**config.mk**
```make
export PLATFORM = sky130hd
export DESIGN_NAME = core_ifetch
export DESIGN_NICKNAME = d
export VERILOG_FILES = /design/src/rtl/core_ifetch_pkg.sv /design/src/rtl/core_ifetch.sv
export SDC_FILE = /design/constraint.sdc
export NUM_CORES = 1
export LEC_CHECK = 0
export CORE_ASPECT_RATIO = 0.75
export CORE_MARGIN = 2
export CORE_UTILIZATION = 38
export CTS_CLUSTER_SIZE = 20
export DETAILED_ROUTE_END_ITERATION = 12
export MAX_ROUTING_LAYER = met4
export PLACE_DENSITY = 0.83
export SLEW_MARGIN = 10
export SYNTH_ARGS = -nofsm -noshare
export SYNTH_HDL_FRONTEND = slang
export SYNTH_SLANG_ARGS = --single-unit
```
**constraint.sdc**
```tcl
create_clock -name CLK -period 1.9 [get_ports CLK]
set_input_delay 0.285 -clock CLK [delete_from_list [all_inputs] [get_ports CLK]]
set_output_delay 0.285 -clock CLK [all_outputs]
set_load 0.1 [all_outputs]
```
**src/rtl/core_ifetch_pkg.sv**
```systemverilog
// Shared constants and state encoding for the RV32I instruction fetch stage.
package core_ifetch_pkg;

  localparam logic [31:0] INSTR_NOP        = 32'h0000_0013;
  localparam logic [31:0] RESET_PC_DEFAULT = 32'h0000_0000;

  typedef enum logic [1:0] {
    IF_IDLE = 2'd0,
    IF_REQ  = 2'd1,
    IF_WAIT = 2'd2,
    IF_DONE = 2'd3
  } if_state_e;

endpackage

```
**src/rtl/core_ifetch.sv**
```systemverilog
// Instruction fetch stage: owns the PC and reads one word per controller strobe
// over a valid/ready memory read interface, flagging misaligned or errored fetches.
module core_ifetch
  import core_ifetch_pkg::*;
#(
  parameter logic [31:0] RESET_PC = RESET_PC_DEFAULT
) (
  input  logic        CLK,
  input  logic        NRST,
  input  logic        C_FETCH,
  input  logic        PC_LOAD,
  input  logic [31:0] PC_NEXT,
  output logic [31:0] PC,
  output logic [31:0] PC_PLUS4,
  output logic [31:0] INSTRUCTION,
  output logic        FETCH_DONE,
  output logic        FETCH_ERR,
  output logic        IMEM_ARVALID,
  input  logic        IMEM_ARREADY,
  output logic [31:0] IMEM_ARADDR,
  input  logic        IMEM_RVALID,
  output logic        IMEM_RREADY,
  input  logic [31:0] IMEM_RDATA,
  input  logic        IMEM_RRESP
);

  if_state_e   state_q, state_d;
  logic [31:0] pc_q, pc_d;
  logic [31:0] instr_q, instr_d;
  logic        err_q, err_d;

  // State, PC and fetched-word registers with synchronous active-low reset.
  always_ff @(posedge CLK) begin
    if (!NRST) begin
      state_q <= IF_IDLE;
      pc_q    <= RESET_PC;
      instr_q <= INSTR_NOP;
      err_q   <= 1'b0;
    end else begin
      state_q <= state_d;
      pc_q    <= pc_d;
      instr_q <= instr_d;
      err_q   <= err_d;
    end
  end

  // Next-state logic; controller strobes are only honoured in IDLE.
  always_comb begin
    state_d = state_q;
    pc_d    = pc_q;
    instr_d = instr_q;
    err_d   = err_q;
    case (state_q)
      IF_IDLE: begin
        if (PC_LOAD) begin
          pc_d = PC_NEXT;
        end else if (C_FETCH) begin
          if (pc_q[1:0] == 2'b00) begin
            state_d = IF_REQ;
          end else begin
            // Misaligned PC: answer locally without touching the bus.
            state_d = IF_DONE;
            instr_d = INSTR_NOP;
            err_d   = 1'b1;
          end
        end else begin
          state_d = IF_IDLE;
        end
      end
      IF_REQ: begin
        if (IMEM_ARREADY) begin
          state_d = IF_WAIT;
        end else begin
          state_d = IF_REQ;
        end
      end
      IF_WAIT: begin
        if (IMEM_RVALID) begin
          state_d = IF_DONE;
          if (IMEM_RRESP) begin
            instr_d = INSTR_NOP;
            err_d   = 1'b1;
          end else begin
            instr_d = IMEM_RDATA;
            err_d   = 1'b0;
          end
        end else begin
          state_d = IF_WAIT;
        end
      end
      IF_DONE: begin
        state_d = IF_IDLE;
      end
      default: begin
        state_d = IF_IDLE;
      end
    endcase
  end

  assign PC           = pc_q;
  assign PC_PLUS4     = pc_q + 32'd4;
  assign IMEM_ARADDR  = pc_q;
  assign IMEM_ARVALID = (state_q == IF_REQ);
  assign IMEM_RREADY  = (state_q == IF_WAIT);
  assign FETCH_DONE   = (state_q == IF_DONE);
  assign INSTRUCTION  = instr_q;
  assign FETCH_ERR    = err_q;

endmodule

```
Word-level counts from Yosys, hierarchy flattened
Index checks and enable logic that the tools add are counted.

cells by class
  $add $sub $neg = 1
  eq/ne operators = 7
  mux-type cells = 18
  reduce and logical (&&, ||, !) cells = 5

operator list
  operator                                                         count
  32-bit 2-to-1 mux                                                5
  32-bit one-hot mux with 2 select lines                           1
  32-bit by 3-bit adder with 32-bit output, second input constant  1
  2-bit 2-to-1 mux                                                 4
  2-bit != test, second input constant                             4
  2-bit one-hot mux with 4 select lines                            1
  1-bit 2-to-1 mux                                                 6
  5-bit AND reduction                                              1
  2-bit == test, second input constant                             2
  2-bit zero test                                                  2
  2-bit by 1-bit == test with 1-bit output, second input constant  1
  1-bit one-hot mux with 2 select lines                            1
  2-bit AND reduction                                              1
  2-bit nonzero test                                               1

word-level totals
  register bits after elaboration = 67
  input bits = 71

Depth between registers and ports, before layout
Gate-level depths: netlist of run 1.

  depth in word-level cells = 5
  gate-level depth with buffers = 7
  depth with buffers taken out = 5

Worst setup path after synthesis of run 1
OpenSTA, ideal clock, no wires.

  path type = flip-flop to output port
  start point = register pc_q[2] (netlist: IMEM_ARADDR[2])
  end point = output port PC_PLUS4[24]
  data arrival time = 3.692 ns
  slack = -2.077 ns
  stages on the path, launching flop included = 6
  buffers on the path = 0
  path through = dfxtp_1 ha_1 nand3_1 nor4_4 nand4_1 xnor2_1

between the ends
  longest elaborated chain between the ends = 1

RTL lines
  element                                   RTL line            source
  start: declaration                        core_ifetch.sv:28   logic [31:0] pc_q, pc_d;
  start signal: assignment                  core_ifetch.sv:41   pc_q <= pc_d;
  32-bit by 3-bit adder with 32-bit output  core_ifetch.sv:101  assign PC_PLUS4 = pc_q + 32'd4;
  end: declaration                          core_ifetch.sv:14   output logic [31:0] PC_PLUS4,

No other way between the ends.

Worst setup path after layout of run 1
  start point = register pc_q[11] (netlist: IMEM_ARADDR[11])
  end point = output port PC_PLUS4[20]

Same word-level chain as after synthesis.

==> results, run 1 <==
- The flow ran to the end, but the final reports show violations.
- The checks that failed: setup timing.
- The cell area that synthesis handed to floorplanning was between 3000 and 4000 um2.
- Input and output buffers added on the ports amount to slightly above 200.
- The number of core rows is 29.
- The DRC violation count after routing is 0.
- Across the routed clock network, the largest skew measured is roughly 0.0053 ns.
- The routed length per placed instance is around 17 um.
- In this run the worst path has a maximum fanout of 7.
- The largest total area in the synthesized netlist belongs to sky130_fd_sc_hd__dfxtp_1.
- When the netlist entered floorplanning its net count stood at about 460.
- The number of buffers created by CTS is 9.
- Before CTS, the worst setup slack after placement is -0.109 ns.
- For this configuration, the core starts out at a cell density of 0.397.
- The commonest cells after synthesis are 77 x sky130_fd_sc_hd__nand2_1, 67 x sky130_fd_sc_hd__dfxtp_1, 36 x sky130_fd_sc_hd__buf_4, 31 x sky130_fd_sc_hd__nor2b_1, 26 x sky130_fd_sc_hd__a21boi_0.
- Data on the critical path arrives at its endpoint at 1.91 ns.
- The worst slew margin relative to its limit is 0.509.
- The max capacitance violation total is 0.
- The kind of end point of the critical path is a primary output.
- The initial antenna violation count was 0.
- The area of the die is between 9000 and 10000 um2.
- The tree built by TritonCTS fans out to between 60 and 70 sinks.
- In this run the critical register-to-register path is captured at INSTRUCTION[14].
- The cell count after synthesis is approximately 400.
- The path with the worst hold slack has its endpoint at INSTRUCTION[4].
- The first global-routing pass estimated 18900 um of wire.
- Setup repair after global routing could not meet its margin everywhere.
- The final-report max-slew violation count is 0.
- The H-tree was split into 3 levels.
- The routed design has 12100 um of wire.
- The final cycle utilization of the critical path is 1.16.
- The number of cells traversed by the worst register-to-register path is 3.
- After layout, the worst setup slack is -0.298 ns.
- The hold violation count in the final report came to 0.
- Summed over all cells, the static leakage comes to approximately 0.0029 uW.
- Subtracting the final worst setup slack from the clock period gives 2.20 ns.
- Of the synthesized area, sequential elements account for 0.393.
- 203 I/O pins were placed.
- In this run the register-to-register setup slack is about 0.15 ns.
- 0 antenna diodes ended up in the layout.
- Of the post-synthesis cell area, the dominant cell type holds 0.393.
- The routed layout has about 3.6k vias.
- The synthesized flop and latch total is between 60 and 70.
- Relative to the synthesized area, the layout overhead comes to 105%.
- After floorplanning, the core was sized to cover ~8600 um2.
- For this block, the initial DRC count from the detailed router was 182.
- The Yosys warning count is 0.
- The critical path is of the reg -> out type.
- In this run the power density over the cells is 834 nW/um2.
- The TritonCTS clock tree is built.
- The clock insertion delay at the later pin of the skew report is around 0.32 ns.
- The nature of the critical path startpoint is a flop.
- Once layout is complete, the utilization of the core stands at 0.813.
- The layout has between 500 and 600 filler cells.
- For the pin with the worst max-slew slack, the measured transition is 0.737 ns.
- By area the synthesized netlist is led by sky130_fd_sc_hd__dfxtp_1 39%, sky130_fd_sc_hd__nand2_1 8.5%, sky130_fd_sc_hd__buf_4 7.9%, sky130_fd_sc_hd__xnor2_1 5.9%, sky130_fd_sc_hd__a21boi_0 5.7%.
- The most common cell in the netlist is sky130_fd_sc_hd__nand2_1.
- The hold-fix buffer count after cts is 0.
- For this run the aggregate overflow at the end of global routing stands at 0.
- The required time of the critical path is between 1.5 and 2 ns.
- The maximum vdd drop is ~0.52 mV.
- The width of the die is 113 um.
- The min-delay analysis places its worst path in the category in -> reg.
- The clock passes through at most 2 buffers.
- Along the worst hold path, the cell count comes to 2.
- In the final layout, the share of cells above drive strength 1 is 0.500.
- A synthesized cell averages just under 9 um2.
- The startpoint identified for the worst register-to-register timing path is state_q[1].
- Clock-pin slew was measured on the worst setup and hold paths at ~0.06 ns.
- The placer's final routability congestion estimate is ~0.8.
- The hold path startpoint is NRST.
- Detailed placement ended at an HPWL of between 8000 and 9000 um.
- The final layout contains approximately 670 nets.
- The share of synthesized registers carrying an async set or reset is 0.
- The remaining antenna violation count after routing is 0.
- The via density per instance is ~5.1.
- The distinct cell type count of the synthesized netlist is 40.
- The number of flops mapped to enable cells by yosys is 0.
- The first detailed-routing pass ran for 4 iterations.
- The CTS root buffer is sky130_fd_sc_hd__clkbuf_16.
- The flip-flop cell with the highest count after synthesis is sky130_fd_sc_hd__dfxtp_1.
- The number of global-route vias before repair came to 3582.
- The global router's overall resource usage is 0.252.
- The achievable clock frequency is roughly 460 MHz.
- The final-report setup violation count is 23.
- In this run the vertical extent of the chip is ~86 um.
- The maximum number of pins on one net before global-route repair is 45.
## cell type report
| class | count | area, um2 | share of cell area |
|---|---|---|---|
| clock inverter | 5 | 81.3 | 0.0116 |
| sequential | 67 | 1440 | 0.205 |
| tap | 108 | 135 | 0.0193 |
| clock buffer | 11 | 254 | 0.0363 |
| timing repair buffer | 254 | 2660 | 0.381 |
| multi-input combinational | 263 | 2410 | 0.345 |
| inverter | 2 | 7.51 | 0.00107 |
## worst max-delay path by stage
stage                               start           end  slack, ns  depth (start not counted)
after detailed placement   IMEM_ARADDR[3]  PC_PLUS4[31]      -0.11                          6
after global routing      IMEM_ARADDR[11]  PC_PLUS4[30]      -0.38                          6
after global placement     IMEM_ARADDR[3]  PC_PLUS4[31]      -0.05                          6
after CTS                 IMEM_ARADDR[11]  PC_PLUS4[30]      -0.28                          6
final                     IMEM_ARADDR[11]  PC_PLUS4[20]      -0.30                          7
after floorplan            IMEM_ARADDR[2]   PC_PLUS4[4]      -0.60                          2
## state kept, by name, indices dropped and copies added, names as in the netlist
signal,count
INSTRUCTION,32
state_q,2
IMEM_ARADDR,32
FETCH_ERR,1
## report_power, final
group | total (uW) | switching (uW) | internal (uW)
sequential | 1560 | 87.9 | 1470
combinational | 2440 | 1670 | 767
clock | 1830 | 602 | 1230
## placed cells by master, fill, tap and decap left out, types with 2 or more instances in the layout
cell,netlist,layout
sky130_fd_sc_hd__bufinv_16,0,2
sky130_fd_sc_hd__nor4_4,1,2
sky130_fd_sc_hd__a21boi_1,6,6
sky130_fd_sc_hd__o22ai_1,3,3
sky130_fd_sc_hd__a22oi_2,10,10
sky130_fd_sc_hd__clkbuf_16,0,10
sky130_fd_sc_hd__dfxtp_2,0,9
sky130_fd_sc_hd__nand3_4,0,9
sky130_fd_sc_hd__and2_1,3,2
sky130_fd_sc_hd__xor2_4,0,4
sky130_fd_sc_hd__clkdlybuf4s50_1,0,69
sky130_fd_sc_hd__a22oi_1,19,19
sky130_fd_sc_hd__and4_4,0,2
sky130_fd_sc_hd__buf_12,0,45
sky130_fd_sc_hd__a21boi_0,26,26
sky130_fd_sc_hd__nor2b_2,0,2
sky130_fd_sc_hd__dfxtp_4,0,22
sky130_fd_sc_hd__inv_1,2,2
sky130_fd_sc_hd__nand2_1,77,73
sky130_fd_sc_hd__dfxtp_1,67,36
sky130_fd_sc_hd__nor2_1,4,2
sky130_fd_sc_hd__buf_6,1,6
sky130_fd_sc_hd__inv_4,0,2
sky130_fd_sc_hd__buf_4,36,133
sky130_fd_sc_hd__xnor2_4,0,23
sky130_fd_sc_hd__and3_4,0,3
sky130_fd_sc_hd__nand3_1,15,4
sky130_fd_sc_hd__nand3_2,1,3
sky130_fd_sc_hd__nor2b_1,31,29
sky130_fd_sc_hd__o21ai_0,3,3
sky130_fd_sc_hd__nand4_1,10,10
sky130_fd_sc_hd__nand2_4,0,2
sky130_fd_sc_hd__and3_1,7,5
sky130_fd_sc_hd__nor2_2,1,2
sky130_fd_sc_hd__nand2_2,0,2
## what timing repair did
item / in CTS / in global routing
resized for setup: 21 / 12
pin swaps: 26 / 8
setup buffers: 5 / 3
endpoints found under the setup margin: 25 / 26
## critical path, cell delays in order (launching register included)
cell                      delay (ns)
sky130_fd_sc_hd__dfxtp_4        0.37
sky130_fd_sc_hd__nand4_4        0.13
sky130_fd_sc_hd__nor4_4         0.28
sky130_fd_sc_hd__buf_6          0.17
sky130_fd_sc_hd__buf_4          0.15
sky130_fd_sc_hd__nand2_2        0.09
sky130_fd_sc_hd__xnor2_4        0.20
sky130_fd_sc_hd__buf_12         0.19
## routing by layer
| metal | track usage | wire (um) | vias to the layer above |
|---|---|---|---|
| met5 | - | 0 | - |
| met4 | 0.0698 | 217 | 0 |
| met3 | 0.0410 | 521 | 17 |
| met2 | 0.445 | 6370 | 129 |
| met1 | 0.299 | 5020 | 1743 |
| li1 | - | - | 1725 |
## metrics by stage
stage,std cells,power [uW],cell area [um2],setup TNS [ns],hold slack (ns)
6_report,710,5830,6990,-4.68,0.352
5_1_grt,710,6000,6990,-6.54,0.381
4_1_cts,708,5850,6900,-4.26,0.351
3_5_place_dp,687,3990,6420,-1.03,0.493
3_3_place_gp,687,3970,6420,-0.180,0.459
2_1_floorplan,390,3290,4120,-10.63,0.410
## cell families (layout without fill, tap and decap cells)
logic type      Yosys count  in the layout  share of synthesized area
flops                    67             67                      0.393
compound gates           71             71                      0.169
mux                       1              1                    0.00293
xor+xnor                 28             28                     0.0718
buf+inv                  60            272                      0.112
fa+ha+maj                 1              1                    0.00367
simple gates            162            162                      0.248
Power figures use the tool's default switching activity.
==> run 2: changes to the inputs <==
CORE_UTILIZATION = 39   (was 38)
CTS_BUF_LIST = sky130_fd_sc_hd__clkbuf_4 sky130_fd_sc_hd__clkbuf_8   (was default)
PLACE_DENSITY = 0.85   (was 0.83)
==> results, run 2 (same netlist as run 1, synthesis figures left out) <==
- The flow ran to the end, but the final reports show violations.
- The final reports fail on setup timing.
- The clock drives 67 sinks.
- The kind of path behind the tightest hold check is in -> reg.
- In the final layout, the share of cells above drive strength 1 is 0.515.
- The largest single stage delay on the critical path is ~0.37 ns.
- The DRC violation count after routing is 0.
- The number of filler instances in the final layout is 513.
- At the end of the flow, the number of nets in the layout was 680.
- The completed layout was analyzed and its total power is 5440 uW.
- The critical path in this run is classified as reg -> out.
- The worst setup path is captured at a primary output.
- From bottom edge to top edge, the die measures ~85 um.
- Of the total power, the share spent switching nets is 0.428.
- The area of combinational cells with multiple inputs is 2450 um2.
- The achievable clock frequency is about 450 MHz.
- The diode insertion count for antenna repair is 0.
- The maximum number of pins on one net before global-route repair is between 40 and 50.
- The initial antenna violation count is 0.
- Counting the buffers created by CTS gives 9.
- The routed length per placed instance is between 15 and 20 um.
- Compared with the post-synthesis result, the final layout area differs by 106%.
- The internal power of the cells totals around 3100 uW.
- The final cycle utilization of the critical path is 1.18.
- Setup repair after global routing could not meet its margin everywhere.
- The hold violation count in the final report came to 0.
- The hold-fix buffer count after cts is 0.
- Of the total power, combinational logic draws 0.448.
- The first global-routing pass estimated a little under 20000 um of wire.
- The slack of the critical path is -0.338 ns.
- The number of cells in the finished layout apart from fillers is just over 700.
- The total met2 wirelength after detailed routing is around 6700 um.
- Wires add up to roughly 13000 um.
- The flip-flop and latch area is 1440 um2.
- The tool flagged a number of max-cap violations equal to 0.
- The cell family with the largest share of critical-path delay is buffers and inverters.
- The final-report max-slew violation count came to 0.
- The final-report setup violation count is 23.
- For this run, the total global-route usage over all layers was measured as 0.266.
- The via density per instance is approximately 5.
- The uppermost layer routed is met4.
- The flop-to-flop setup slack is 0.10 ns.
- For the final database, setup skew stands at around 0.014 ns.
- The worst-case clock buffer depth is 2.
- The routed design uses roughly 660 um of met3 wire.
- The shortest period the worst path allows is around 2.2 ns.
- The width of the die is 112 um.
- The count of input and output buffers is about 200.
- STA puts the critical path data required time at 1.62 ns.
- The later pin in the worst-skew pair is clocked with a latency of between 0.3 and 0.4 ns.
- At the pin with the least slew margin, the transition time is 0.742 ns.
- The congestion estimate from routability-driven global placement came to approximately 0.8.
- The remaining antenna violation count after routing is 0.
- The tree is rooted in a sky130_fd_sc_hd__clkbuf_8.
- The TritonCTS clock tree is built.
- The detailed-route wire length on metal 1 is between 5000 and 6000 um.
- The worst setup path is launched from a flop.
- At the end of the flow the core is filled with cells to 0.828.
- The HPWL after detailed placement is 9070 um.
- The power density of the placed cells is 773 nW/um2.
- The clock tree synthesis step divided the H-tree into 3 levels.
- At the placement stage, the worst setup path has a slack of -0.120 ns.
- The core region is about 8500 um2.
- The library cells used most frequently in the layout, excluding fill and tap cells, are 137 x sky130_fd_sc_hd__buf_4, 72 x sky130_fd_sc_hd__nand2_1, 69 x sky130_fd_sc_hd__clkdlybuf4s50_1, 43 x sky130_fd_sc_hd__buf_12, 36 x sky130_fd_sc_hd__dfxtp_1.
- The library cell used most frequently in the layout, excluding fill and tap cells, is sky130_fd_sc_hd__buf_4.
- The detailed-router iteration count before antenna repair is 4.
- The number of global-route vias before repair is 3705.
- The number of buffers and inverters on the critical path is 5.
- The library cell appearing most often on the critical path is sky130_fd_sc_hd__buf_4.
- Counting tap cells, the placed design contains a total of roughly 690 instances.
- The clock group share of total power is 0.264.
- For this block, the initial DRC count from the detailed router was 209.
- With fillers left out, the area of the finished cells amounts to around 7000 um2.
- The worst-case IR drop observed on VDD is approximately 0.63 mV.
- For this design the top-level I/O count stands at 203.
- The worst slew margin relative to its limit is 0.506.
- In this run the worst path has a maximum fanout of 3.
- The number of core rows is 29.
- The leftover overflow at the end of global routing is 0.
- The net switching component of the power is 2330 uW.
- The signal on the critical path passes through nand4_1 -> buf_4 -> buf_4 -> nor2_4 -> buf_4 -> buf_6 -> nand2_4 -> xnor2_4 -> buf_12.
- The clock-pin slew on the worst setup and hold paths is ~0.07 ns.
- Summed over all cells, the static leakage comes to just under 0.003 uW.
- The instance area at placement is around 6400 um2.
- The endpoint arrival time on the critical path is 1.95 ns.
- For this design, the slowest cell found on the critical path is sky130_fd_sc_hd__dfxtp_4.
- The floorplan step defined a die boundary enclosing between 9000 and 10000 um2.
- Of the total power, registers draw 0.287.
- The effective utilization at floorplan is 0.402.
- Across all layers, the routed design uses 3690 vias.
## run 2: cell types whose count changed in the layout (fill, tap and decap cells not counted), sizes merged
cell    previous run  this run
inv                4         2
bufinv             2         3
clkbuf            11         9
buf              185       196
clkinv             1         4
## run 2: timing repair
action,in CTS,in global routing
gates resized for setup,37,12
pin swaps,34,19
setup buffers,13,7
setup endpoints to repair,25,26
## run 2: power groups by stage
stage | sequential (uW) | clock, uW | combinational [uW]
3_3_place_gp | 1580 | 0 | 2390
3_5_place_dp | 1590 | 0 | 2410
6_report | 1560 | 1440 | 2440
2_1_floorplan | 2090 | 0 | 1200
5_1_grt | 1570 | 1520 | 2500
4_1_cts | 1560 | 1450 | 2430
## run 2: per-layer routing
metal | global-route usage | up-vias
met4 | 0.0754 | 0
met1 | 0.315 | 1782
met5 | - | -
met2 | 0.469 | 146
li1 | - | 1742
met3 | 0.0479 | 20
## run 2: final cells by class
class | count | area share
Timing Repair Buffer | 265 | 0.392
Multi-Input combinational cell | 263 | 0.349
Sequential cell | 67 | 0.204
Tap cell | 108 | 0.0192
Clock buffer | 9 | 0.0176
Clock inverter | 7 | 0.0166
Inverter | 2 | 0.00107
## run 2: worst paths after layout
| path | startpoint | to | depth (start not counted) |
|---|---|---|---|
| max reg2reg | state_q[1] | INSTRUCTION[30] | 3 |
| max | IMEM_ARADDR[5] | PC_PLUS4[13] | 9 |
| min | NRST | INSTRUCTION[0] | 2 |
| min reg2reg | INSTRUCTION[4] | INSTRUCTION[4] | 2 |
## run 2: stage by stage
stage | hold WS (ns) | setup TNS (ns)
2_1_floorplan | 0.410 | -10.63
3_3_place_gp | 0.460 | -0.445
3_5_place_dp | 0.484 | -1.96
4_1_cts | 0.302 | -5.66
5_1_grt | 0.347 | -7.81
6_report | 0.327 | -5.90
==> run 3: changes to the inputs <==
CAP_MARGIN = 20   (was default)
CORE_MARGIN = 3   (was 2)
clock period = 2.3 ns   (was 1.9 ns; I/O delays follow)
==> results, run 3 (same netlist as run 1, synthesis figures left out) <==
- From synthesis to final layout, the design area changed by 86.5%.
- 0 antenna diodes ended up in the layout.
- The final-report max-slew violation count was 0.
- The core region is slightly above 8000 um2.
- The TritonCTS sink count is 67.
- Setup repair after global routing could not meet its margin everywhere.
- In this run the vertical extent of the chip is between 80 and 90 um.
- The number of placed I/O pins is ~200.
- The floorplan has 28 rows.
- The setup check on the worst reg-to-reg path leaves a slack of about 0.64 ns.
- The required time of the critical path is between 1.5 and 2 ns.
- For this run, the post-layout net count is 645.
- The initial antenna violation count came to 0.
- The run finished, with violations left.
- The first global-routing pass estimated ~18000 um of wire.
- The transition time of the tightest slew-check pin is around 0.54 ns.
- The worst register-to-register path begins at state_q[1].
- The cell-internal power is 2410 uW.
- The clock group share of total power is 0.262.
- The initial utilization of the core area, before any placement, comes to 0.416.
- The worst hold path begins at NRST.
- The initial detailed-routing violation count is 114.
- The net switching fraction of the power is 0.439.
- After clock tree synthesis, the clock-pin slew on the worst setup and hold paths is roughly 0.07 ns.
- The final-report setup violation count is 3.
- Clock tree synthesis selected as its root buffer the cell sky130_fd_sc_hd__clkbuf_8.
- The number of cells after detailed placement is between 600 and 700.
- The post-detailed-routing wire length is approximately 12000 um.
- The slack of the critical path is -0.0210 ns.
- The maximum number of pins on one net before global-route repair is 38.
- The most common library cell in the layout ignoring fill and taps is sky130_fd_sc_hd__buf_4.
- The wire-length estimate of the detail-placed layout is about 8800 um.
- In this run the power density over the cells is slightly below 700 nW/um2.
- The worst register-to-register path has a depth of 5.
- The DRC violation count after routing is 0.
- The global router's overall resource usage is 0.242.
- The final cycle utilization of the critical path is 1.01.
- Port buffering added 202 buffers.
- The worst setup path is captured at a primary output.
- The number of vias in the routed layout is between 3k and 4k.
- The routed length per placed instance is 17.2 um.
- The number of cells on the worst hold path is 2.
- The leftover overflow at the end of global routing is 0.
- Of the total power, combinational logic draws 0.429.
- Once layout is complete, the cells apart from fillers number 683.
- The number of H-tree levels is 3.
- The placer's final routability congestion estimate is between 0.7 and 0.8.
- The worst-case IR drop observed on VDD is around 0.55 mV.
- The final reports fail on setup timing.
- In the final layout, the share of cells above drive strength 1 is 0.467.
- TritonCTS built the clock tree.
- Of all nets on the critical path, the largest fanout is 9.
- The flip-flop and latch area is around 1400 um2.
- After clock tree synthesis, the flow added hold-fix buffers numbering 0.
- The hold violation count in the final report was 0.
- Of the total power, registers draw 0.310.
- The type of the worst setup path is reg -> out.
- The via density per instance is around 5.1.
- Counting the fill cells in the layout gives around 550.
- For this design the static power due to leakage is approximately 0.0026 uW.
- The path with the worst hold slack has its endpoint at INSTRUCTION[1].
- In the layout the commonest cells are 129 x sky130_fd_sc_hd__buf_4, 76 x sky130_fd_sc_hd__nand2_1, 69 x sky130_fd_sc_hd__clkdlybuf4s50_1, 38 x sky130_fd_sc_hd__dfxtp_1, 31 x sky130_fd_sc_hd__nor2b_1.
- The worst setup path is launched from a flop.
- The reg-to-reg critical path endpoint is INSTRUCTION[29].
- In this run the power spent charging and discharging nets is between 1500 and 2000 uW.
- The worst-case clock buffer depth is 2.
- In this run the cell area measured after placement is approximately 5900 um2.
- Once detail routing completed, the nets flagged for antenna violations numbered 0.
- The achievable clock frequency is 431 MHz.
- The shortest period the worst path allows is roughly 2.3 ns.
- The area of the die is between 9000 and 10000 um2.
- TritonCTS created 9 clock buffers.
- The number of global-route vias before repair is between 3k and 4k.
- Max-cap violations in this run came to 0.
- The width of the die is 114 um.
- The clock insertion delay at the later pin of the skew report is 0.33 ns.
- The worst slew margin relative to its limit is 0.641.
- The kind of path behind the tightest hold check is in -> reg.
- Summing all multi-input logic gate instances after layout gives about 2300 um2.
- The first TritonRoute pass finished after 4 iterations.
- The finished cells cover between 6000 and 7000 um2.
- Data arrives at the worst endpoint at 1.98 ns.
- Across the routed clock network, the largest skew measured is approximately 0.0078 ns.
==> run 3: worst max path at each step <==
stage | startpoint | endpoint | depth (start not counted)
after CTS | IMEM_ARADDR[5] | PC_PLUS4[31] | 6
after global placement | IMEM_ARADDR[7] | PC_PLUS4[25] | 5
after floorplan | IMEM_ARADDR[2] | PC_PLUS4[26] | 5
final | IMEM_ARADDR[17] | PC_PLUS4[25] | 5
after global routing | IMEM_ARADDR[6] | PC_PLUS4[21] | 7
after detailed placement | IMEM_ARADDR[7] | PC_PLUS4[25] | 5
==> run 3: power groups by stage <==
stage | Combinational [uW] | Clock, uW | Sequential (uW)
finish | 1840 | 1120 | 1330
detailed placement | 1800 | 0 | 1370
global route | 1900 | 1200 | 1340
global placement | 1780 | 0 | 1360
floorplan | 985 | 0 | 1720
CTS | 1850 | 1150 | 1330
==> run 3: area by class of cell <==
| class | instances | share of cell area |
|---|---|---|
| clock buffers | 11 | 0.0228 |
| well taps | 105 | 0.0206 |
| inverters | 2 | 0.00118 |
| repair buffers | 230 | 0.356 |
| clock inverters | 5 | 0.0132 |
| flip-flops and latches | 67 | 0.225 |
| multi-input cells | 263 | 0.361 |
==> run 3: per-stage QoR <==
step / power (uW) / setup slack, ns / setup TNS (ns) / hold WS [ns] / utilization
final: 4290 / -0.0210 / -0.0427 / 0.457 / 0.777
after global routing: 4440 / -0.132 / -0.842 / 0.476 / 0.777
after CTS: 4330 / -0.0299 / -0.0650 / 0.438 / 0.771
after detailed placement: 3170 / 0.0760 / 0 / 0.478 / 0.717
after global placement: 3150 / 0.153 / 0 / 0.463 / 0.717
after floorplan: 2710 / -0.254 / -2.30 / 0.470 / -
==> run 3: metal layers <==
metal  up-vias  wire [um]  GRT usage
met5         -          0          -
met4         0        157     0.0539
met3        12        646     0.0472
met2       127       6110      0.418
met1      1649       4810      0.295
li1       1675          -          -
==> run 3: what timing repair did <==
action / 4_1_cts / 5_1_grt
buffers inserted: 18 / 2
endpoints found under the setup margin: 18 / 12
pin swaps: 12 / 11
hold endpoints to repair: 0 / 0
resized for setup: 12 / 7
==> run 3: critical path, cell delays in order (launching register included) <==
cell	delay, ns
sky130_fd_sc_hd__dfxtp_4	0.42
sky130_fd_sc_hd__and4_4	0.27
sky130_fd_sc_hd__and3_4	0.27
sky130_fd_sc_hd__nand4_1	0.25
sky130_fd_sc_hd__xnor2_4	0.24
sky130_fd_sc_hd__buf_12	0.19
